==> config.mk <==
export PLATFORM = sky130hd
export DESIGN_NAME = uart_cmd_rx
export DESIGN_NICKNAME = d
export VERILOG_FILES = /design/src/rtl/uart_cmd_rx_pkg.sv /design/src/rtl/uart_cmd_rx_timeout.sv /design/src/rtl/uart_cmd_rx.sv
export SDC_FILE = /design/constraint.sdc
export NUM_CORES = 1
export LEC_CHECK = 0
export CAP_MARGIN = 30
export CORE_MARGIN = 3
export CORE_UTILIZATION = 55
export DETAILED_ROUTE_END_ITERATION = 8
export GPL_ROUTABILITY_DRIVEN = 1
export PLACE_DENSITY = 0.78
export SETUP_SLACK_MARGIN = 0.3
export SLEW_MARGIN = 25
export SYNTH_ARGS = -nofsm -noshare
export SYNTH_HDL_FRONTEND = slang
export SYNTH_SLANG_ARGS = --single-unit
export TNS_END_PERCENT = 100
==> constraint.sdc <==
create_clock -name clk -period 4.55 [get_ports clk]
set_input_delay 1.365 -clock clk [delete_from_list [all_inputs] [get_ports clk]]
set_output_delay 1.365 -clock clk [all_outputs]
set_load 0.01 [all_outputs]
==> src/rtl/uart_cmd_rx_pkg.sv <==
// Shared definitions for the UART command receive front end and the backend dispatcher.
// Holds the frame FSM encoding, default framing constants and the checksum helper.
package uart_cmd_rx_pkg;

    typedef enum logic [2:0] {
        ST_IDLE     = 3'd0,
        ST_GET_CMD  = 3'd1,
        ST_GET_LEN  = 3'd2,
        ST_GET_DATA = 3'd3,
        ST_GET_CHK  = 3'd4
    } state_t;

    localparam logic [7:0] HDR_DEFAULT     = 8'hA5;
    localparam int         MAX_LEN_DEFAULT = 16;
    localparam int         TIMEOUT_DEFAULT = 1000;

    // Command codes understood by the backend dispatcher.
    localparam logic [7:0] CMD_SEND_FIFO   = 8'h01;

    // Running frame checksum: XOR of CMD, LEN and every payload byte.
    function automatic logic [7:0] chk_update(input logic [7:0] chk, input logic [7:0] b);
        return chk ^ b;
    endfunction

endpackage

==> src/rtl/uart_cmd_rx_timeout.sv <==
// Inter-byte idle watchdog for an open frame; expire is asserted on the cycle the
// saturating counter sits at TIMEOUT-1 with no byte arriving.
module frame_timeout #(
    parameter int TIMEOUT = 1000
) (
    input  logic clk,
    input  logic rst,
    input  logic active,
    input  logic rx_valid,
    output logic expire
);

    localparam int            CW    = (TIMEOUT > 1) ? $clog2(TIMEOUT) : 1;
    localparam logic [CW-1:0] LIMIT = CW'(TIMEOUT - 1);

    logic [CW-1:0] cnt_r;

    // Idle-cycle counter: cleared by any byte or while idle, holds at LIMIT.
    always_ff @(posedge clk or posedge rst) begin
        if (rst) begin
            cnt_r <= '0;
        end else if (!active || rx_valid) begin
            cnt_r <= '0;
        end else if (cnt_r != LIMIT) begin
            cnt_r <= cnt_r + {{(CW-1){1'b0}}, 1'b1};
        end else begin
            cnt_r <= cnt_r;
        end
    end

    // A byte on the limit cycle wins over the timeout.
    assign expire = active && !rx_valid && (cnt_r == LIMIT);

endmodule

==> src/rtl/uart_cmd_rx.sv <==
// Frames UART bytes into HDR/CMD/LEN/payload/CHK packets, streams payload into the TX
// data FIFO and publishes each checksum-validated command byte to the dispatcher.
module uart_cmd_rx
    import uart_cmd_rx_pkg::*;
#(
    parameter logic [7:0] HDR     = HDR_DEFAULT,
    parameter int         MAX_LEN = MAX_LEN_DEFAULT,
    parameter int         TIMEOUT = TIMEOUT_DEFAULT
) (
    input  logic       clk,
    input  logic       rst,
    input  logic [7:0] rx_data,
    input  logic       rx_valid,
    input  logic       fifo_full,
    output logic       fifo_wr_en,
    output logic [7:0] fifo_wdata,
    output logic [7:0] cmd,
    output logic       cmd_valid,
    output logic       frame_err,
    output logic       busy
);

    localparam logic [7:0] MAX_LEN_B = 8'(MAX_LEN);

    state_t     state_r,  state_nxt_s;
    logic [7:0] cmd_tmp_r, cmd_tmp_nxt_s;
    logic [7:0] chk_r,     chk_nxt_s;
    logic [7:0] count_r,   count_nxt_s;
    logic       ovf_r,     ovf_nxt_s;

    logic       wr_en_r,     wr_en_nxt_s;
    logic [7:0] wdata_r,     wdata_nxt_s;
    logic [7:0] cmd_r,       cmd_nxt_s;
    logic       cmd_valid_r, cmd_valid_nxt_s;
    logic       frame_err_r, frame_err_nxt_s;
    logic       busy_r;
    logic       timeout_s;

    frame_timeout #(
        .TIMEOUT (TIMEOUT)
    ) u_timeout (
        .clk      (clk),
        .rst      (rst),
        .active   (state_r != ST_IDLE),
        .rx_valid (rx_valid),
        .expire   (timeout_s)
    );

    // Frame FSM next-state and next-output decode.
    always_comb begin
        state_nxt_s     = state_r;
        cmd_tmp_nxt_s   = cmd_tmp_r;
        chk_nxt_s       = chk_r;
        count_nxt_s     = count_r;
        ovf_nxt_s       = ovf_r;
        wr_en_nxt_s     = 1'b0;
        wdata_nxt_s     = wdata_r;
        cmd_nxt_s       = cmd_r;
        cmd_valid_nxt_s = 1'b0;
        frame_err_nxt_s = 1'b0;

        if (timeout_s) begin
            state_nxt_s     = ST_IDLE;
            ovf_nxt_s       = 1'b0;
            frame_err_nxt_s = 1'b1;
        end else if (rx_valid) begin
            case (state_r)
                ST_IDLE: begin
                    if (rx_data == HDR) begin
                        state_nxt_s = ST_GET_CMD;
                    end else begin
                        state_nxt_s = ST_IDLE;
                    end
                end
                ST_GET_CMD: begin
                    cmd_tmp_nxt_s = rx_data;
                    chk_nxt_s     = rx_data;
                    state_nxt_s   = ST_GET_LEN;
                end
                ST_GET_LEN: begin
                    chk_nxt_s = chk_update(chk_r, rx_data);
                    if (rx_data == 8'h00) begin
                        state_nxt_s = ST_GET_CHK;
                    end else if (rx_data > MAX_LEN_B) begin
                        frame_err_nxt_s = 1'b1;
                        state_nxt_s     = ST_IDLE;
                    end else begin
                        count_nxt_s = rx_data;
                        state_nxt_s = ST_GET_DATA;
                    end
                end
                ST_GET_DATA: begin
                    chk_nxt_s   = chk_update(chk_r, rx_data);
                    count_nxt_s = count_r - 8'd1;
                    // A dropped byte poisons the frame so the command is never issued.
                    if (!fifo_full) begin
                        wr_en_nxt_s = 1'b1;
                        wdata_nxt_s = rx_data;
                    end else begin
                        ovf_nxt_s = 1'b1;
                    end
                    if (count_r == 8'd1) begin
                        state_nxt_s = ST_GET_CHK;
                    end else begin
                        state_nxt_s = ST_GET_DATA;
                    end
                end
                ST_GET_CHK: begin
                    if ((rx_data == chk_r) && !ovf_r) begin
                        cmd_nxt_s       = cmd_tmp_r;
                        cmd_valid_nxt_s = 1'b1;
                    end else begin
                        frame_err_nxt_s = 1'b1;
                    end
                    ovf_nxt_s   = 1'b0;
                    state_nxt_s = ST_IDLE;
                end
                default: begin
                    ovf_nxt_s   = 1'b0;
                    state_nxt_s = ST_IDLE;
                end
            endcase
        end else begin
            state_nxt_s = state_r;
        end
    end

    // State, frame context and registered outputs.
    always_ff @(posedge clk or posedge rst) begin
        if (rst) begin
            state_r     <= ST_IDLE;
            cmd_tmp_r   <= 8'h00;
            chk_r       <= 8'h00;
            count_r     <= 8'h00;
            ovf_r       <= 1'b0;
            wr_en_r     <= 1'b0;
            wdata_r     <= 8'h00;
            cmd_r       <= 8'h00;
            cmd_valid_r <= 1'b0;
            frame_err_r <= 1'b0;
            busy_r      <= 1'b0;
        end else begin
            state_r     <= state_nxt_s;
            cmd_tmp_r   <= cmd_tmp_nxt_s;
            chk_r       <= chk_nxt_s;
            count_r     <= count_nxt_s;
            ovf_r       <= ovf_nxt_s;
            wr_en_r     <= wr_en_nxt_s;
            wdata_r     <= wdata_nxt_s;
            cmd_r       <= cmd_nxt_s;
            cmd_valid_r <= cmd_valid_nxt_s;
            frame_err_r <= frame_err_nxt_s;
            busy_r      <= (state_nxt_s != ST_IDLE);
        end
    end

    assign fifo_wr_en = wr_en_r;
    assign fifo_wdata = wdata_r;
    assign cmd        = cmd_r;
    assign cmd_valid  = cmd_valid_r;
    assign frame_err  = frame_err_r;
    assign busy       = busy_r;

endmodule

* Word level (Yosys, flattened, before mapping)
Index checks and enable logic that the tools add are counted.
Storage, ports and cells: input bits 12, bits in registers 58, output and inout bits 20, word-level logic and storage cells 85
Operators by class: $add $sub $neg 2, reduce and logical (&&, ||, !) cells 23, equality and inequality tests 13, order comparisons 1, multiplexer cells 31, bitwise logic cells 3
Operators by type and width (number):
- $pmux 8 s2 | 2
- $mux 10 | 2
- $mux 1 | 17
- $mux 8 | 2
- $mux 3 | 4
- $pmux 3 s4 | 1
- $add 10x1->10 const B | 1
- $eq 10x10->1 const B | 1
- $ne 10x10->1 const B | 1
- $reduce_and 3->1 | 3
- $eq 8x1->1 const B | 1
- $eq 8x8->1 | 1
- $eq 8x8->1 const B | 1
- $gt 8x5->1 const B | 1
- $logic_not 8->1 | 1
- $reduce_and 4->1 | 2
- $reduce_bool 2->1 | 4
- $sub 8x1->8 const B | 1
- $xor 8x8->8 | 1
- $eq 3x2->1 const B | 2
- $reduce_bool 3->1 | 2
- $reduce_and 5->1 | 1
- $ne 2x2->1 const B | 2
- $pmux 1 s2 | 2
- other kinds (12) | 17

* Logic depth before layout (Yosys ltp)
word-level depth 7, depth in mapped cells 7, gate-level depth less buffers 7

* By module
A second synthesis with hierarchy kept.
Second synthesis, totals: cells, all modules 280, area, all modules 2945.3 sq um
By module, submodules not included:
- uart_cmd_rx | area each 2397.3 sq um, times used 1, sequential area each 1201.2 sq um, cells an instance 223
- frame_timeout | area each 548.0 sq um, times used 1, sequential area each 250.2 sq um, cells an instance 57

* Worst setup path after synthesis
Ideal clock, no wire load.
path kind input port to flip-flop, from in rx_data[4], to reg cmd_r[0], in the netlist cmd[0], buffers on the path 2, data required time 4.425 ns, library setup time 0.125 ns, path slack 1.380 ns, stages 7, arrival time 3.045 ns, cell sequence clkbuf_1 -> xnor2_1 -> nand4_1 -> or4_1 -> or4_1 -> buf_6 -> mux2_4
On the way: longest elaborated chain between the ends 3
RTL lines:
- start, declared | RTL line uart_cmd_rx.sv:12 | input logic [7:0] rx_data,
- $eq 8x8->1 | RTL line uart_cmd_rx.sv:109 | if ((rx_data == chk_r) && !ovf_r) begin
- $logic_and 1x1->1 | RTL line uart_cmd_rx.sv:109
- $reduce_and 4->1 (no line)
- end signal, assigned | RTL line uart_cmd_rx.sv:150 | cmd_r <= cmd_nxt_s;
- end, declared | RTL line uart_cmd_rx.sv:33 | logic [7:0] cmd_r, cmd_nxt_s;
No other way between the ends. A chain may end at the register's enable or synchronous reset.

* Worst setup path in the final report
from in rx_data[7], to reg cmd_r[0], in the netlist cmd[0]
The elaborated chain is that of the path after synthesis.

==> metrics.txt <==
outcome finished clean; Critical Path End Type register; FF+latch count, synth 58; kind of critical path input port to register; first-pass GRT wire length ~10 mm; Setup crit start kind input port; Post-synth ARST share 100%; number of enable flip-flop cells after synthesis 0; Placer Congestion 0.827; endpoints failing setup 0; max-slew violation count 0; # diodes 0; Hold Slack 0.503 ns; IO Port Bufs 31; Final #Nets about 320; synthesis-to-layout area growth 19.1%; Post-synth top flop dfrtp_1; post-CTS setup buffer count 0; crit path DAT approximately 3.8 ns; share of layout cells above drive strength 1 15.3%; Worst Path Required 4.77 ns; Pre-Repair DR Iteration Count 4; top-count cell post-synth dfrtp_1; transition time of the tightest slew-check pin 0.601 ns; Clock Root Buffer clkbuf_8; Die Y just under 80 um; cell area after layout 0.00342 mm2; top cells by count, synth dfrtp_1, nand2_1, nor2_1; cell count after synthesis 272; CP dominant cell by count or4_1; relative max-transition margin 59.8%; Syn Std Cell Area 0.00287 mm2; CTS buffer count 9; total die area 0.00612 mm2; CTS tree yes; Netlist cell types 45; clock slew at reported path FFs 0.06 ns; HPWL Detailed 3.97 mm; Routed WL roughly 5.6 mm; core footprint a little under 0.005 mm2; gr usage total between 20% and 30%; final hold viol count 0; Pwr Density 368 mW/mm2; Slowest cell on crit path or4_1; largest area contributor in the netlist dfrtp_1; Residual DRC 0; maximum vdd drop 219 uV; Vias 2075; fin crit period around 3.6 ns; setup TNS 0 ns; register area share after synthesis 50.5%; YS warnings 0; # rows 25; remaining global-route overflow 0; number of antenna violations at the first check in global routing 0; CTS Buffer Depth 2; later-pin clock latency in the skew report 0.33 ns; H-tree levels 3; RSZ-0062 raised after global routing false; clock skew 0.00550 ns; ANT nets after route 0; syn_nets 287; Max Clock Freq 0.276 GHz; CTS sink count 58; hold crit path type register to register; crit-path max FO 9; Initial Util 58.8%; Max Cap Viol 0; synthesized area per cell 10.6 um2; vias in the first global route 2044; per-cell routed wire length 15.0 um; fin util 70.1%; crit-path cells clkdlybuf4s50_1, xnor2_1, nand3_1, or4_1, or4_1, mux2_4; Lkg Pwr 0.00157 uW; Setup Slack @ Placement 0.580 ns; Iteration-0 DRC Markers 97; DIE WIDTH 78.3 um; Crit path largest cell delay a little under 0.7 ns; io pins 32; Yosys top cell area share slightly above 50%; Synth area leaders dfrtp_1, mux2_2, nand2_1, mux2_4, xor2_1; vias per cell 5.55; period utilisation layout 79.5%; placed inst area 0.00322 mm2; Post-CTS Hold Buffers 0; setup ws final 0.931 ns; pin count of the biggest net entering global routing 22; # resized after CTS 0
state kept, by name, summed over array words and instances, names as in the netlist:
name and count:
count_r 8, ovf_r 1, cmd 8, fifo_wdata 8, cmd_valid 1, u_timeout.cnt_r 10, cmd_tmp_r 8, state_r 3
fifo_wr_en 1, chk_r 8, busy 1, frame_err 1
cell type report:
class                   instances  area, um2
fillers                       365       1460
flip-flops and latches         58       1450
multi-input cells             191       1320
repair buffers                 35        340
clock buffers                  14        163
well taps                      67       83.8
clock inverters                 2       35.0
inverters                       7       26.3
report_power, final:
| part | switching, uW | internal, uW | total [uW] | leakage (uW) |
|---|---|---|---|---|
| logic | 79.8 | 93.6 | 173 | 0.000685 |
| clock network | 184 | 282 | 467 | 0.000101 |
| registers | 42.9 | 574 | 617 | 0.000779 |
| total | 307 | 950 | 1260 | 0.00157 |
routing by layer:
metal / track usage [%] / vias up / part of all wire [%]
met4: 8.74 / 0 / 1.3
met3: 5.96 / 8 / 4.3
met1: 27.3 / 1017 / 45
met5: 0 / - / 0
li1: - / 1006 / -
met2: 31.8 / 44 / 49
metrics by stage:
step	power, uW	std cells
floorplan	747	272
global placement	795	358
finish	1260	374
CTS	1270	374
global route	1330	374
detailed placement	801	358
kinds of logic after synthesis:
kind of cell    count (synthesis)  share of synthesized area (%)
fa+ha+maj                       3                           1.31
simple gates                  100                           17.1
mux                            26                           11.2
flops                          58                           50.5
compound gates                 39                           8.93
xor+xnor                       23                           7.28
buf+inv                        23                           3.66
worst max-delay path, delay by kind of cell:
kind                      cells  cell delay (ns)
muxes                         1             0.39
and+or+nand+nor               3             1.26
xor gates and xnor gates      1             0.17
buffers and inverters         1             0.64
worst paths after layout:
path	slack [ns]	depth (start not counted)	startpoint	endpoint
setup / recovery	0.93	6	rx_data[7]	cmd[0]
hold / removal	0.50	1	cmd_tmp_r[2]	cmd[2]
setup reg to reg	2.23	5	chk_r[7]	cmd[0]
hold reg to reg	0.50	1	cmd_tmp_r[2]	cmd[2]
max in group asynchronous	2.58	3	rst	cmd_tmp_r[2]
min in group asynchronous	1.36	2	rst	chk_r[2]
cells in the final DEF (no fill, tap or decap), types with 8 or more instances in the layout:
master / instances
clkbuf_8: 11
mux2_4: 8
xor2_1: 13
mux2_2: 17
nand2_1: 36
a21oi_1: 9
o21ai_0: 11
xnor2_1: 9
clkdlybuf4s50_1: 31
dfrtp_1: 58
nor3_1: 9
nor2_1: 21
No activity file was read; power rests on OpenSTA's default activity.
